--- src/rtl/seq_mult_shift_add.sv ---
// Sequential radix-2 shift/add multiplier: WIDTH x WIDTH -> 2*WIDTH, one partial product per cycle.
// Signed operands are handled as sign-magnitude around an unsigned core.
module seq_mult_shift_add #(
  parameter int WIDTH     = 8,
  parameter bit SIGNED_EN = 1'b1
) (
  input  logic               clk,
  input  logic               rst,
  input  logic               start,
  input  logic               signed_i,
  input  logic [WIDTH-1:0]   A,
  input  logic [WIDTH-1:0]   B,
  output logic               busy,
  output logic               done,
  output logic [2*WIDTH-1:0] Product_o,
  output logic [1:0]         state_o
);

  // Handshake: start is sampled only in IDLE or DONE; the edge that samples it latches
  // A/B/signed_i and enters RUN (busy=1). After WIDTH edges done pulses for one cycle
  // with Product_o new; start held during DONE begins the next operation on that edge.
  typedef enum logic [1:0] {
    S_IDLE = 2'd0,
    S_RUN  = 2'd1,
    S_DONE = 2'd2
  } state_t;

  localparam int CW = $clog2(WIDTH);
  localparam logic [CW-1:0] CNT_LAST = CW'(WIDTH - 1);

  state_t             state_q, state_d;
  logic [CW-1:0]      cnt_q, cnt_d;
  logic [WIDTH-1:0]   mcand_q, mcand_d;
  logic [WIDTH-1:0]   acc_q, acc_d;
  logic [WIDTH-1:0]   mplr_q, mplr_d;
  logic               neg_q, neg_d;
  logic [2*WIDTH-1:0] prod_q, prod_d;

  logic               sgn;
  logic [WIDTH-1:0]   mag_a, mag_b, addend;
  logic [WIDTH:0]     sum;
  logic [WIDTH-1:0]   acc_step, mplr_step;
  logic [2*WIDTH-1:0] mag_prod;

  always_comb begin
    sgn    = SIGNED_EN && signed_i;
    // |-2^(W-1)| wraps to 2^(W-1), which is still correct read as unsigned.
    mag_a  = (sgn && A[WIDTH-1]) ? -A : A;
    mag_b  = (sgn && B[WIDTH-1]) ? -B : B;

    addend    = mplr_q[0] ? mcand_q : '0;
    sum       = {1'b0, acc_q} + {1'b0, addend};
    acc_step  = sum[WIDTH:1];
    mplr_step = {sum[0], mplr_q[WIDTH-1:1]};
    mag_prod  = {acc_step, mplr_step};

    state_d = state_q;
    cnt_d   = cnt_q;
    mcand_d = mcand_q;
    acc_d   = acc_q;
    mplr_d  = mplr_q;
    neg_d   = neg_q;
    prod_d  = prod_q;

    case (state_q)
      S_IDLE, S_DONE: begin
        if (start) begin
          state_d = S_RUN;
          cnt_d   = '0;
          mcand_d = mag_a;
          mplr_d  = mag_b;
          acc_d   = '0;
          neg_d   = sgn && (A[WIDTH-1] ^ B[WIDTH-1]);
        end else begin
          state_d = S_IDLE;
        end
      end
      S_RUN: begin
        acc_d  = acc_step;
        mplr_d = mplr_step;
        cnt_d  = cnt_q + 1'b1;
        if (cnt_q == CNT_LAST) begin
          state_d = S_DONE;
          prod_d  = neg_q ? -mag_prod : mag_prod;
        end
      end
      default: state_d = S_IDLE;
    endcase
  end

  always_ff @(posedge clk) begin
    if (!rst) begin
      state_q <= S_IDLE;
      cnt_q   <= '0;
      mcand_q <= '0;
      acc_q   <= '0;
      mplr_q  <= '0;
      neg_q   <= 1'b0;
      prod_q  <= '0;
    end else begin
      state_q <= state_d;
      cnt_q   <= cnt_d;
      mcand_q <= mcand_d;
      acc_q   <= acc_d;
      mplr_q  <= mplr_d;
      neg_q   <= neg_d;
      prod_q  <= prod_d;
    end
  end

  assign busy      = (state_q == S_RUN);
  assign done      = (state_q == S_DONE);
  assign Product_o = prod_q;
  assign state_o   = state_q;

endmodule

--- config.mk ---
export PLATFORM = sky130hd
export DESIGN_NAME = seq_mult_shift_add
export DESIGN_NICKNAME = d
export VERILOG_FILES = /design/src/rtl/seq_mult_shift_add.sv
export SDC_FILE = /design/constraint.sdc
export NUM_CORES = 1
export LEC_CHECK = 0
export CAP_MARGIN = 25
export CORE_MARGIN = 2
export CORE_UTILIZATION = 58
export DETAILED_ROUTE_END_ITERATION = 10
export DONT_BUFFER_PORTS = 1
export PLACE_DENSITY = 0.79
export SETUP_SLACK_MARGIN = 0.02
export SLEW_MARGIN = 20
export SYNTH_ARGS = -nofsm -noshare
export SYNTH_HDL_FRONTEND = slang
export SYNTH_SLANG_ARGS = --single-unit
--- constraint.sdc ---
create_clock -name clk -period 2.8 [get_ports clk]
set_clock_uncertainty 0.05 [all_clocks]
set_input_delay 0.56 -clock clk [delete_from_list [all_inputs] [get_ports clk]]
set_output_delay 0.56 -clock clk [all_outputs]
set_load 0.05 [all_outputs]
# --- Word level (Yosys, flattened, before mapping) ---
# Cells that the tools add are included.
classes:
  add_sub_neg: 5
  n_eq_ne: 5
  mux: 13
  bitwise: 1
  n_reduce_logical: 9
ops:
  columns: ["cell", "count"]
  rows:
  - ["$mux W8", 5]
  - ["$pmux W8 S2", 2]
  - ["$mux W16", 1]
  - ["$neg A16 Y16", 1]
  - ["$neg A8 Y8", 2]
  - ["$add A8 B8 Y9", 1]
  - ["$pmux W3 S2", 1]
  - ["$reduce_and A2 Y1", 3]
  - ["$pmux W2 S2", 1]
  - ["$add A3 B1 Y3 const B", 1]
  - ["$eq A3 B3 Y1 const B", 1]
  - ["$logic_and A1 B1 Y1", 3]
  - ["$mux W3", 1]
  - ["$eq A2 B1 Y1 const B", 1]
  - ["$eq A2 B2 Y1 const B", 1]
  - ["$logic_not A2 Y1", 1]
  - ["$mux W2", 1]
  - ["$ne A2 B1 Y1 const B", 1]
  - ["$ne A2 B2 Y1 const B", 1]
  - ["$reduce_bool A2 Y1", 1]
  - ["$reduce_or A2 Y1", 1]
  - ["$mux W1", 1]
  - ["$xor A1 B1 Y1", 1]
totals:
  regBits: 46
  in_bits: 20
  elab_cells: 40

# --- Longest topological paths before layout ---
logic_depth:
  depth_word: 4
  ltp_mapped: 9

# --- Least setup slack after synthesis ---
# No wires, ideal clock.
synth_path:
  path_type: "reg-to-reg"
  startpoint: "reg mplr_q[0]"
  endpoint: "reg prod_q[15] (netlist: Product_o[15])"
  setup_time_ps: 123
  arrival_time_ps: 2400
  setup_slack_ps: 228
  stages_incl_launch_ff: 10
  path_buffers: 0
  period_less_slack_ps: 2572
  path_cell_list: "dfxtp_1 and2_1 ha_1 fa_1 a21o_1 a211oi_2 o22ai_2 or4_4 mux2i_1 o22ai_1"
synth_via:
  elab_chain_len: 4
synth_lines:
  columns: ["element", "line_no", "rtl"]
  rows:
  - ["from (decl)", "35", "logic [WIDTH-1:0] mplr_q, mplr_d;"]
  - ["from (signal assigned)", "105", "mplr_q <= mplr_d;"]
  - ["$mux W8 *", "51", "addend = mplr_q[0] ? mcand_q : '0;"]
  - ["$add A8 B8 Y9 *", "52", "sum = {1'b0, acc_q} + {1'b0, addend};"]
  - ["$neg A16 Y16", "84", "prod_d = neg_q ? -mag_prod : mag_prod;"]
  - ["$mux W16 *", "84", null]
  - ["to (signal assigned)", "107", "prod_q <= prod_d;"]
  - ["to (decl)", "37", "logic [2*WIDTH-1:0] prod_q, prod_d;"]
# Mark *: on every way between the ends. The rest lies on a longest branch, timed or not.
# A chain may end at the register's enable or synchronous reset.

# --- Worst setup path after layout ---
# Ends and elaborated chain as after synthesis.

==> impl_summary.txt <==
----------------------------------------------------
[Die]
  Std-Cell Core Area ... 4350 um2
  Die area ... 5090 um2
  Effective utilization at floorplan ... 60.4%
  IO Pins ... 40
  Row count ... 24
  Die outline width ... 71.3 um
  Height of the die ... 71.3 um

[Timing]
  Total Negative Setup Slacks ... 0 ps
  Count of pins over their slew limit ... 0
  Final worst hold slack ... 327 ps
  Setup Viol. Count Final ... 0
  RSZ-0062 raised after global routing ... no
  Period minus WS final ... approximately 2600 ps
  Max Clk Rate ... around 0.38 GHz
  Fin. Hold Viols ... 0
  Fin crit share ... ~94%
  Slew at the pin closest to its max-slew limit ... 528 ps
  Tightest slew margin relative to the limit ... 64.7%

[Setup path]
  Kind of end point of the critical path ... flip-flop
  Kind of start point of the critical path ... flip-flop
  Critical-path maximum fanout ... 9
  Required time worst endpoint ... 2950 ps
  Worst endpoint data arrival time ... 2770 ps
  Crit Path Class ... reg2reg

[Place]
  I/O Buffers ... 0
  Final weighted congestion of routability-driven global placement ... ~0.92
  HPWL reported at the end of detailed placement ... 4.43 mm
  Inst Count DP ... between 300 and 400

[Yosys]
  Unique cell type count in the Yosys netlist ... 48
  Post-synth top flop ... sky130_fd_sc_hd__dfxtp_1
  Library cell occupying the most area in the post-synthesis netlist ... sky130_fd_sc_hd__dfxtp_1
  Proportion of synthesized chip area in sequential cells ... 35.0%
  Post-Synthesis Net Count ... 360
  Average cell area after synthesis ... 8.07 um2
  Number of warnings issued by yosys ... 0
  Yosys top cell area share ... a little over a third
  Cell area after synthesis ... 2630 um2
  Top area cells in the synthesized netlist ... sky130_fd_sc_hd__dfxtp_1 35%, sky130_fd_sc_hd__nor2_1 7.1%, sky130_fd_sc_hd__ha_1 6.2%
  Cell count after synthesis ... around 330
  Number of synthesized register bits ... 46
  Number of flops mapped to enable cells by yosys ... 0
  Proportion of synthesized flip-flops having asynchronous set or reset ... 0%

[Final layout]
  Non-Filler Instances ... 382
  Ratio of cells with drive above 1 in the final layout ... 9.09%
  ANT cells ... 0
  Commonest non-fill, non-tap cells in the layout ... 50 x sky130_fd_sc_hd__nor2_1, 45 x sky130_fd_sc_hd__dfxtp_1, 29 x sky130_fd_sc_hd__nand2_1
  Synth-to-layout area growth ... 7.23%
  Most frequent standard cell in the layout excluding fill and tap cells ... sky130_fd_sc_hd__nor2_1
  Number of nets at the end of the flow ... 364

[Clocking]
  Clock-pin slew of the registers on the worst-case setup and hold paths ... roughly 90 ps
  Root buffer cell ... sky130_fd_sc_hd__clkbuf_8
  Clock Sinks ... 46
  Maximum clock insertion buffer count ... 2
  Post-CTS setup buffers ... 0
  CTS Hold Buffers Added ... 0
  CTS tree ... built
  Total clock buffers created by CTS ... 5
  H-Tree Depth ... 2
  Clock insertion delay at the later pin of the skew report ... 300 ps

[Pwr]
  Power per cell area ... 460 nW/um2
  Power consumption ... 1.30 mW
  Static power due to leakage ... 1.09 nW
  Worst vdd rail ir drop ... 0.000284 V

[Global routing]
  Met1 track demand over resource ... 29.8%
  Number of global-route vias before repair ... 2129
  Met3 usage ... 5.77%
  Maximum number of pins on one net before global-route repair ... 40
  Global-route wire length before repair ... slightly below 10 mm
  Global-route usage over all layers ... between 20% and 30%
  Busiest metal layer after global routing ... met2
  Global routing usage on met2 ... 40.8%
  Total grt overflow ... 0
  Antenna violations before repair ... 0

[Routing]
  Number of vias per cell after detailed routing ... roughly 6
  Total Wirelength ... 5.87 mm
  Routed vias ... 2273
  DRC violation total after the first TritonRoute iteration ... 118
  DRC violations left ... 0
  First-pass iteration count of the detailed router ... 4
  Routed wire per std cell ... 15.4 um
  Antenna Nets Post-Route ... 0

[Job]
  Total of max-cap violations ... 0

[Status]
  Result of the run ... complete, no violations

[Hold path]
  Worst min path class ... in2reg

----------------------------------------------------
## synthesized netlist by cell type (2+ instances only)
cell type	number
sky130_fd_sc_hd__xnor2_1	8
sky130_fd_sc_hd__inv_1	12
sky130_fd_sc_hd__a21oi_1	22
sky130_fd_sc_hd__o31a_1	2
sky130_fd_sc_hd__a211oi_1	13
sky130_fd_sc_hd__nand3_1	8
sky130_fd_sc_hd__a311oi_1	4
sky130_fd_sc_hd__nor3_1	6
sky130_fd_sc_hd__o21ai_0	12
sky130_fd_sc_hd__mux2i_1	2
sky130_fd_sc_hd__dfxtp_1	46
sky130_fd_sc_hd__nand4_1	2
sky130_fd_sc_hd__o22ai_1	2
sky130_fd_sc_hd__ha_1	13
sky130_fd_sc_hd__clkbuf_1	9
sky130_fd_sc_hd__o31ai_1	5
sky130_fd_sc_hd__xor2_1	14
sky130_fd_sc_hd__nand2_1	29
sky130_fd_sc_hd__a22oi_1	15
sky130_fd_sc_hd__or3_1	3
sky130_fd_sc_hd__o21ai_1	2
sky130_fd_sc_hd__and2_1	11
sky130_fd_sc_hd__nor2_1	50
sky130_fd_sc_hd__nor2b_1	3
sky130_fd_sc_hd__o21a_1	2
sky130_fd_sc_hd__buf_1	3
sky130_fd_sc_hd__nand2b_1	2
sky130_fd_sc_hd__a31oi_1	5
sky130_fd_sc_hd__a211oi_2	2
## path summary, 6_finish.rpt
path	slack, ps	depth (start not counted)	from	endpoint
setup / recovery	180	9	mplr_q[0]$_SDFFE_PN0P_	Product_o[15]$_SDFFE_PN0P_
hold / removal	330	1	rst	state_o[0]$_SDFFE_PN0P_
setup reg to reg	180	9	mplr_q[0]$_SDFFE_PN0P_	Product_o[15]$_SDFFE_PN0P_
hold reg to reg	400	2	mcand_q[6]$_SDFFE_PN0P_	mcand_q[6]$_SDFFE_PN0P_
## cell type report
class,count,area [um2]
clock inverter,1,7.51
tap,52,65.1
inverter,13,48.8
timing repair buffer,11,82.6
sequential,46,922
multi-input combinational,253,1620
clock buffer,6,72.6
fill,380,1530
## routing by layer
| metal | up-vias | wire length, um |
|---|---|---|
| li1 | 1168 | - |
| met1 | 1051 | 2660 |
| met2 | 48 | 2850 |
| met3 | 6 | 253 |
| met4 | 0 | 102 |
| met5 | - | 0 |
## power by group
group / internal [mW] / leakage (nW) / switching, mW
Combinational: 0.0801 / 0.677 / 0.126
Clock: 0.171 / 0.0373 / 0.220
Sequential: 0.676 / 0.374 / 0.0231
Total: 0.927 / 1.09 / 0.369
## repair_timing
item | in CTS | in global routing
endpoints found under the hold margin | 0 | 0
resized for setup | 0 | 4
setup endpoints to repair | 0 | 2
## worst max-delay path: stages, from the launching register on
cell,delay [ps]
sky130_fd_sc_hd__dfxtp_2,350
sky130_fd_sc_hd__and2_1,160
sky130_fd_sc_hd__ha_1,220
sky130_fd_sc_hd__fa_2,380
sky130_fd_sc_hd__a21o_1,230
sky130_fd_sc_hd__a211oi_2,250
sky130_fd_sc_hd__o22ai_2,140
sky130_fd_sc_hd__or4_4,500
sky130_fd_sc_hd__mux2i_1,160
sky130_fd_sc_hd__o22ai_1,80
## through the flow
stage               setup WS (ps)  area [um2]  util [%]
floorplan                     228        2630         -
global placement              134        2720      62.5
detailed placement           90.9        2720      62.5
CTS                          83.2        2800      64.4
global route                 29.8        2820      64.8
finish                        182        2820      64.8
## registers in the layout, indices dropped and copies added, names as in the netlist
| register | cells |
|---|---|
| Product_o | 16 |
| acc_q | 8 |
| cnt_q | 3 |
| mcand_q | 8 |
| mplr_q | 8 |
| neg_q | 1 |
| state_o | 2 |
## kinds of logic after synthesis
group	share of synthesized area (%)
AO/OA/AOI/OAI	25.3
XOR/XNOR	7.33
adder cells (fa/ha/maj)	6.95
buffers and inverters	3.95
flip-flops	35.0
multiplexers	0.761
AND/OR/NAND/NOR	20.7
(Power assumes the default switching activity.)
